**src/rtl/picomips_input_port.sv**
```systemverilog
// -----------------------------------------------------------------------------
// picomips_input_port
//
// Board-side input front-end for the picoMIPS CPU. Raw switches and a push
// button are brought into the clk domain through two-flop synchronisers. The
// button is then debounced by a four-state FSM. The CPU polls Bstus and reads x
// once Bstus is high.
//
// Parameters:
//   n          data width (CPU data bus width)
//   DB_CYCLES  consecutive stable synchronised samples needed to accept a
//              button change (1..65535)
//   CNT_W      debounce counter width, derived from DB_CYCLES
//
// Ports:
//   clk        system clock
//   nreset     asynchronous active-low reset
//   sw[n]      raw asynchronous switches
//   btn        raw asynchronous push button, active-high, may bounce
//   x[n]       data word to CPU (registered)
//   Bstus      debounced button level to CPU (registered)
//   presses[8] count of accepted presses, wraps 255 -> 0 (registered)
//   state_dbg  current debounce FSM state (IDLE=0, PRESS_WAIT=1, HELD=2,
//              RELEASE_WAIT=3)
//
// Build option:
//   PICOMIPS_IN_HOLD_EN  defined: x is captured from the synchronised
//                        switches only on an accepted press and holds
//                        afterwards. Undefined: x follows the synchronised
//                        switches every cycle. Bstus and presses behave the
//                        same in both builds.
//
// Handshake: there is no valid/ready pair. Bstus acts as a level-valid for x:
// in the hold build x is stable for as long as Bstus stays high, and the CPU
// has no back-pressure to apply.
// -----------------------------------------------------------------------------
module picomips_input_port #(
  parameter int n         = 8,
  parameter int DB_CYCLES = 16,
  parameter int CNT_W     = $clog2(DB_CYCLES + 1)
) (
  input  logic         clk,
  input  logic         nreset,
  input  logic [n-1:0] sw,
  input  logic         btn,
  output logic [n-1:0] x,
  output logic         Bstus,
  output logic [7:0]   presses,
  output logic [1:0]   state_dbg
);

  typedef enum logic [1:0] {
    IDLE         = 2'd0,
    PRESS_WAIT   = 2'd1,
    HELD         = 2'd2,
    RELEASE_WAIT = 2'd3
  } state_t;

  // With a single required sample, an edge seen on btn_s is accepted at once.
  localparam bit DB_ONE = (DB_CYCLES == 1);
  localparam logic [CNT_W-1:0] CNT_LAST = CNT_W'(DB_CYCLES - 1);
  localparam logic [CNT_W-1:0] CNT_ONE  = CNT_W'(1);

  // ---------------------------------------------------------------------------
  // Synchronisers
  // ---------------------------------------------------------------------------
  logic [n-1:0] sw_meta_q, sw_meta_d, sw_sync_q, sw_sync_d;
  logic         btn_meta_q, btn_meta_d, btn_sync_q, btn_sync_d;
  logic [n-1:0] sw_s;
  logic         btn_s;

  always_comb begin
    sw_meta_d  = sw;
    sw_sync_d  = sw_meta_q;
    btn_meta_d = btn;
    btn_sync_d = btn_meta_q;
  end

  always_ff @(posedge clk or negedge nreset) begin
    if (!nreset) begin
      sw_meta_q  <= '0;
      sw_sync_q  <= '0;
      btn_meta_q <= 1'b0;
      btn_sync_q <= 1'b0;
    end else begin
      sw_meta_q  <= sw_meta_d;
      sw_sync_q  <= sw_sync_d;
      btn_meta_q <= btn_meta_d;
      btn_sync_q <= btn_sync_d;
    end
  end

  assign sw_s  = sw_sync_q;
  assign btn_s = btn_sync_q;

  // ---------------------------------------------------------------------------
  // Debounce FSM: state register
  // ---------------------------------------------------------------------------
  state_t           state_q, state_d;
  logic [CNT_W-1:0] cnt_q, cnt_d;
  logic             accept_press;

  always_ff @(posedge clk or negedge nreset) begin
    if (!nreset) begin
      state_q <= IDLE;
      cnt_q   <= '0;
    end else begin
      state_q <= state_d;
      cnt_q   <= cnt_d;
    end
  end

  // ---------------------------------------------------------------------------
  // Debounce FSM: next state
  // cnt holds the number of consecutive samples already seen at the new level,
  // so the sample that arrives while cnt == DB_CYCLES-1 is the accepting one.
  // Every state change clears or restarts cnt.
  // ---------------------------------------------------------------------------
  always_comb begin
    state_d      = state_q;
    cnt_d        = cnt_q;
    accept_press = 1'b0;
    case (state_q)
      IDLE: begin
        if (btn_s) begin
          if (DB_ONE) begin
            state_d      = HELD;
            cnt_d        = '0;
            accept_press = 1'b1;
          end else begin
            state_d = PRESS_WAIT;
            cnt_d   = CNT_ONE;
          end
        end
      end
      PRESS_WAIT: begin
        if (!btn_s) begin
          state_d = IDLE;
          cnt_d   = '0;
        end else if (cnt_q == CNT_LAST) begin
          state_d      = HELD;
          cnt_d        = '0;
          accept_press = 1'b1;
        end else begin
          cnt_d = cnt_q + CNT_ONE;
        end
      end
      HELD: begin
        if (!btn_s) begin
          if (DB_ONE) begin
            state_d = IDLE;
            cnt_d   = '0;
          end else begin
            state_d = RELEASE_WAIT;
            cnt_d   = CNT_ONE;
          end
        end
      end
      RELEASE_WAIT: begin
        if (btn_s) begin
          state_d = HELD;
          cnt_d   = '0;
        end else if (cnt_q == CNT_LAST) begin
          state_d = IDLE;
          cnt_d   = '0;
        end else begin
          cnt_d = cnt_q + CNT_ONE;
        end
      end
      default: begin
        state_d = IDLE;
        cnt_d   = '0;
      end
    endcase
  end

  // ---------------------------------------------------------------------------
  // Debounce FSM: outputs (registered)
  // Bstus mirrors "next state is HELD or RELEASE_WAIT", so it rises on the
  // accept-press edge, falls on the accept-release edge and ignores bounces
  // inside RELEASE_WAIT.
  // ---------------------------------------------------------------------------
  logic [n-1:0] x_q, x_d;
  logic         bstus_q, bstus_d;
  logic [7:0]   presses_q, presses_d;

  always_comb begin
    bstus_d   = (state_d == HELD) || (state_d == RELEASE_WAIT);
    presses_d = accept_press ? presses_q + 8'd1 : presses_q;
`ifdef PICOMIPS_IN_HOLD_EN
    x_d       = accept_press ? sw_s : x_q;
`else
    x_d       = sw_s;
`endif
  end

  always_ff @(posedge clk or negedge nreset) begin
    if (!nreset) begin
      x_q       <= '0;
      bstus_q   <= 1'b0;
      presses_q <= 8'd0;
    end else begin
      x_q       <= x_d;
      bstus_q   <= bstus_d;
      presses_q <= presses_d;
    end
  end

  assign x         = x_q;
  assign Bstus     = bstus_q;
  assign presses   = presses_q;
  assign state_dbg = state_q;

endmodule
```
**config.mk**
```make
export PLATFORM = sky130hd
export DESIGN_NAME = picomips_input_port
export DESIGN_NICKNAME = d
export VERILOG_FILES = /design/src/rtl/picomips_input_port.sv
export SDC_FILE = /design/constraint.sdc
export NUM_CORES = 1
export LEC_CHECK = 0
export ABC_AREA = 1
export BUFFER_PORTS_ARGS = -buffer_cell sky130_fd_sc_hd__buf_2
export CORE_ASPECT_RATIO = 1.5
export CORE_UTILIZATION = 53
export DETAILED_ROUTE_END_ITERATION = 8
export GPL_TIMING_DRIVEN = 1
export PLACE_DENSITY = 0.77
export SLEW_MARGIN = 25
export SYNTH_ARGS = -nofsm -noshare
export SYNTH_HDL_FRONTEND = slang
export SYNTH_SLANG_ARGS = --single-unit
export TNS_END_PERCENT = 50
```
**constraint.sdc**
```tcl
create_clock -name clk -period 1.4 [get_ports clk]
set_input_delay 0 -clock clk [delete_from_list [all_inputs] [get_ports clk]]
set_output_delay 0 -clock clk [all_outputs]
set_load 0.05 [all_outputs]
```
==> flow_summary.ini <==
[run_status]
status = completed

[pwr]
power_uw = 2180
netSwitchingPower_uw = 512
pwr-share-seq_pct = 59.1
clockPowerShare_pct = 33.4
ir_worst_vdd_mv = 1.05
p_int_uw = 1670
p_leak_uw = 0.000973
powerDensity_nw_per_um2 = 1120
power.share.combinational_pct = 7.6
switching_share_pct = 23.5

[global_route]
grt_pass1_wl_mm = 4.28
track_usage_pct = 20.4
overflow = 0
grt_pass1_vias = 1072
grt_start_max_net_pins = 32
antenna_found_initial = 0

[detailed_routing]
wl_mm = 2.49
dr.first_iter.drc_count = 17
drc = 0
drtAntennaViolNets = 0
dr.pass1.iters = 6
vias = 1039
wl_per_cell_um = 11.3
via_per_inst = 4.70

[final_layout]
layout.nets = 196
syn2layout_area_growth_pct = 26.2
layout-drive-gt1-share_pct = 30.4
final_util_pct = 71.8
fin_area_um2 = 1940
diodes = 0

[synthesis]
ys_warn_count = 0
syn_avg_cell_area_um2 = 11.4
synth_cells = 135
ys_types = 17
ys_ff_latch = 42
syn-cell-area_um2 = 1540
synth_top_area_share_pct = 68.3
syn_nets = 148
synth.area.top_cells = dfrtp_1 68%, nand2_1 9.8%, nand3_1 3.3%
ys_seq_area_share_pct = 68.3
synth_top_area_cell = dfrtp_1

[worst_setup_path]
ff2ff_path_depth = 7
required_ps = 1630
critPathArrivalTime_ps = 1510
worstSetupPathType = register to register
regToRegSetupSlack_ps = 120
startpoint_type = register
cp-endpoint = presses[4]
rr_endpoint = presses[4]
end_kind = register
critPathLaunch = cnt_q[1]
crit_fanout = 7
r2r-start = cnt_q[1]

[sta]
max_freq_mhz = 780
hold_viol = 0
worst_slew_pin_slew_ps = 659
finalCriticalPeriod_ps = 1280
slew_viol_final = 0
rsz0062_at_grt = false
max_slew_margin_pct = 56.1
finalSetupViolCount = 0
clock_skew_ps = 4.21
timing.final.crit_share_pct = 91.5
setup_tns_ps = 0

[place]
place_congestion = 0.829
hpwl_mm = 1.81
io_buffers = 29
placed_cell_area_um2 = 1750

[cts]
post_cts_buffers = 0
cts.clk_slew.worst_paths_ps = 70
clock_latency_ps = 290
ctsLongestPathBuffers = 2
tritoncts = yes
cts_root_buf = clkbuf_8
clkSinkCount = 42
numCtsBuffers = 5
h-tree-depth = 2

[floorplanning]
dieArea_um2 = 3130
die_x_um = 46.0
initial_core_util_pct = 56.9
row_count = 23
die_y_um = 68.0
io-pin-count = 30
coreArea_um2 = 2710

[hold_path]
min_path_type = input pin to asynchronous set/reset pin

[flow_run]
drv_cap = 0
==> cells by family after synthesis <==
logic type                 share of synthesized area, %
and+or+nand+nor                                    22.0
xor gates and xnor gates                           2.85
DFF                                                68.3
adders and majority gates                          1.63
AOI/OAI and AO/OA                                  2.52
buffers and inverters                              2.68
==> power groups by stage <==
stage / Sequential, µW / Combinational (µW) / Clock (µW)
after floorplan: 1350 / 35.0 / 0
after global routing: 1290 / 181 / 817
after detailed placement: 1310 / 145 / 0
after CTS: 1290 / 167 / 760
after global placement: 1310 / 141 / 0
final: 1290 / 165 / 728
==> per-layer routing <==
layer	vias to the layer above	global-route usage, %	part of all wire [%]
met2	23	35.2	54
li1	514	-	-
met3	8	5.54	3.7
met5	-	0	0
met1	494	19.7	39
met4	0	15.1	3.2
==> placed cells by master (no fill, tap or decap), types with 4 or more instances in the layout <==
cell type       n
buf_2          29
nand3_1         9
nand2_2         4
clkbuf_8        5
dlygate4sd3_1  10
nor2_1          8
inv_1           8
nand2_1        40
dfrtp_1        40
==> area by class of cell <==
type | instances | area, µm²
Inverter | 11 | 41.3
Sequential cell | 42 | 1050
Timing Repair Buffer | 41 | 260
Clock inverter | 2 | 13.8
Multi-Input combinational cell | 82 | 454
Clock buffer | 6 | 72.6
Fill cell | 210 | 763
Tap cell | 37 | 46.3
==> sequential cells by signal, summed over array words and instances, names as in the netlist <==
| register | flops |
|---|---|
| sw_meta_q | 8 |
| cnt_q | 5 |
| presses | 8 |
| x | 8 |
| sw_s | 8 |
| btn_meta_q | 1 |
| Bstus | 1 |
| btn_s | 1 |
| state_dbg | 2 |
==> worst max-delay path, cell delays in order, from the launching register on <==
cell and delay, ps:
dfrtp_1 390, ha_2 240, nand2_2 80, nor2_4 110, nand3_4 120, nor2_8 160
nand2_1 70, nand2_1 50
==> cells in the mapped netlist <==
| cell type | count |
|---|---|
| ha_1 | 2 |
| inv_1 | 8 |
| xor2_1 | 2 |
| nor2_1 | 8 |
| nor2_8 | 1 |
| nand2_1 | 40 |
| nand3_4 | 2 |
| xnor2_1 | 3 |
| inv_2 | 3 |
| nor2_4 | 2 |
| a21oi_1 | 3 |
| nand3_1 | 10 |
| o21ai_0 | 3 |
| nor2_2 | 1 |
| dfrtp_1 | 42 |
| nand2_2 | 4 |
| o21ai_2 | 1 |
==> how the worst min path moves through the flow <==
stage | to | cells after the start | from
finish | sw_s[3] | 2 | nreset
global placement | x[3] | 1 | nreset
detailed placement | sw_s[3] | 1 | nreset
floorplan | Bstus | 0 | nreset
global route | sw_s[0] | 2 | nreset
CTS | x[0] | 2 | nreset
==> repair_timing <==
action / CTS / global route
hold buffers: 10 / 0
hold endpoints to repair: 38 / 0
gates resized for setup: 0 / 2
setup endpoints to repair: 0 / 8
==> stage by stage <==
stage | worst slack [ps] | std cells | hold slack (ps)
detailed placement | 51.8 | 203 | 72.3
global placement | 140 | 203 | 52.4
CTS | 38.1 | 221 | 291
floorplan | 15.1 | 135 | -296
global route | 19.9 | 221 | 336
finish | 118 | 221 | 272
No activity file was read; power rests on OpenSTA's default activity.
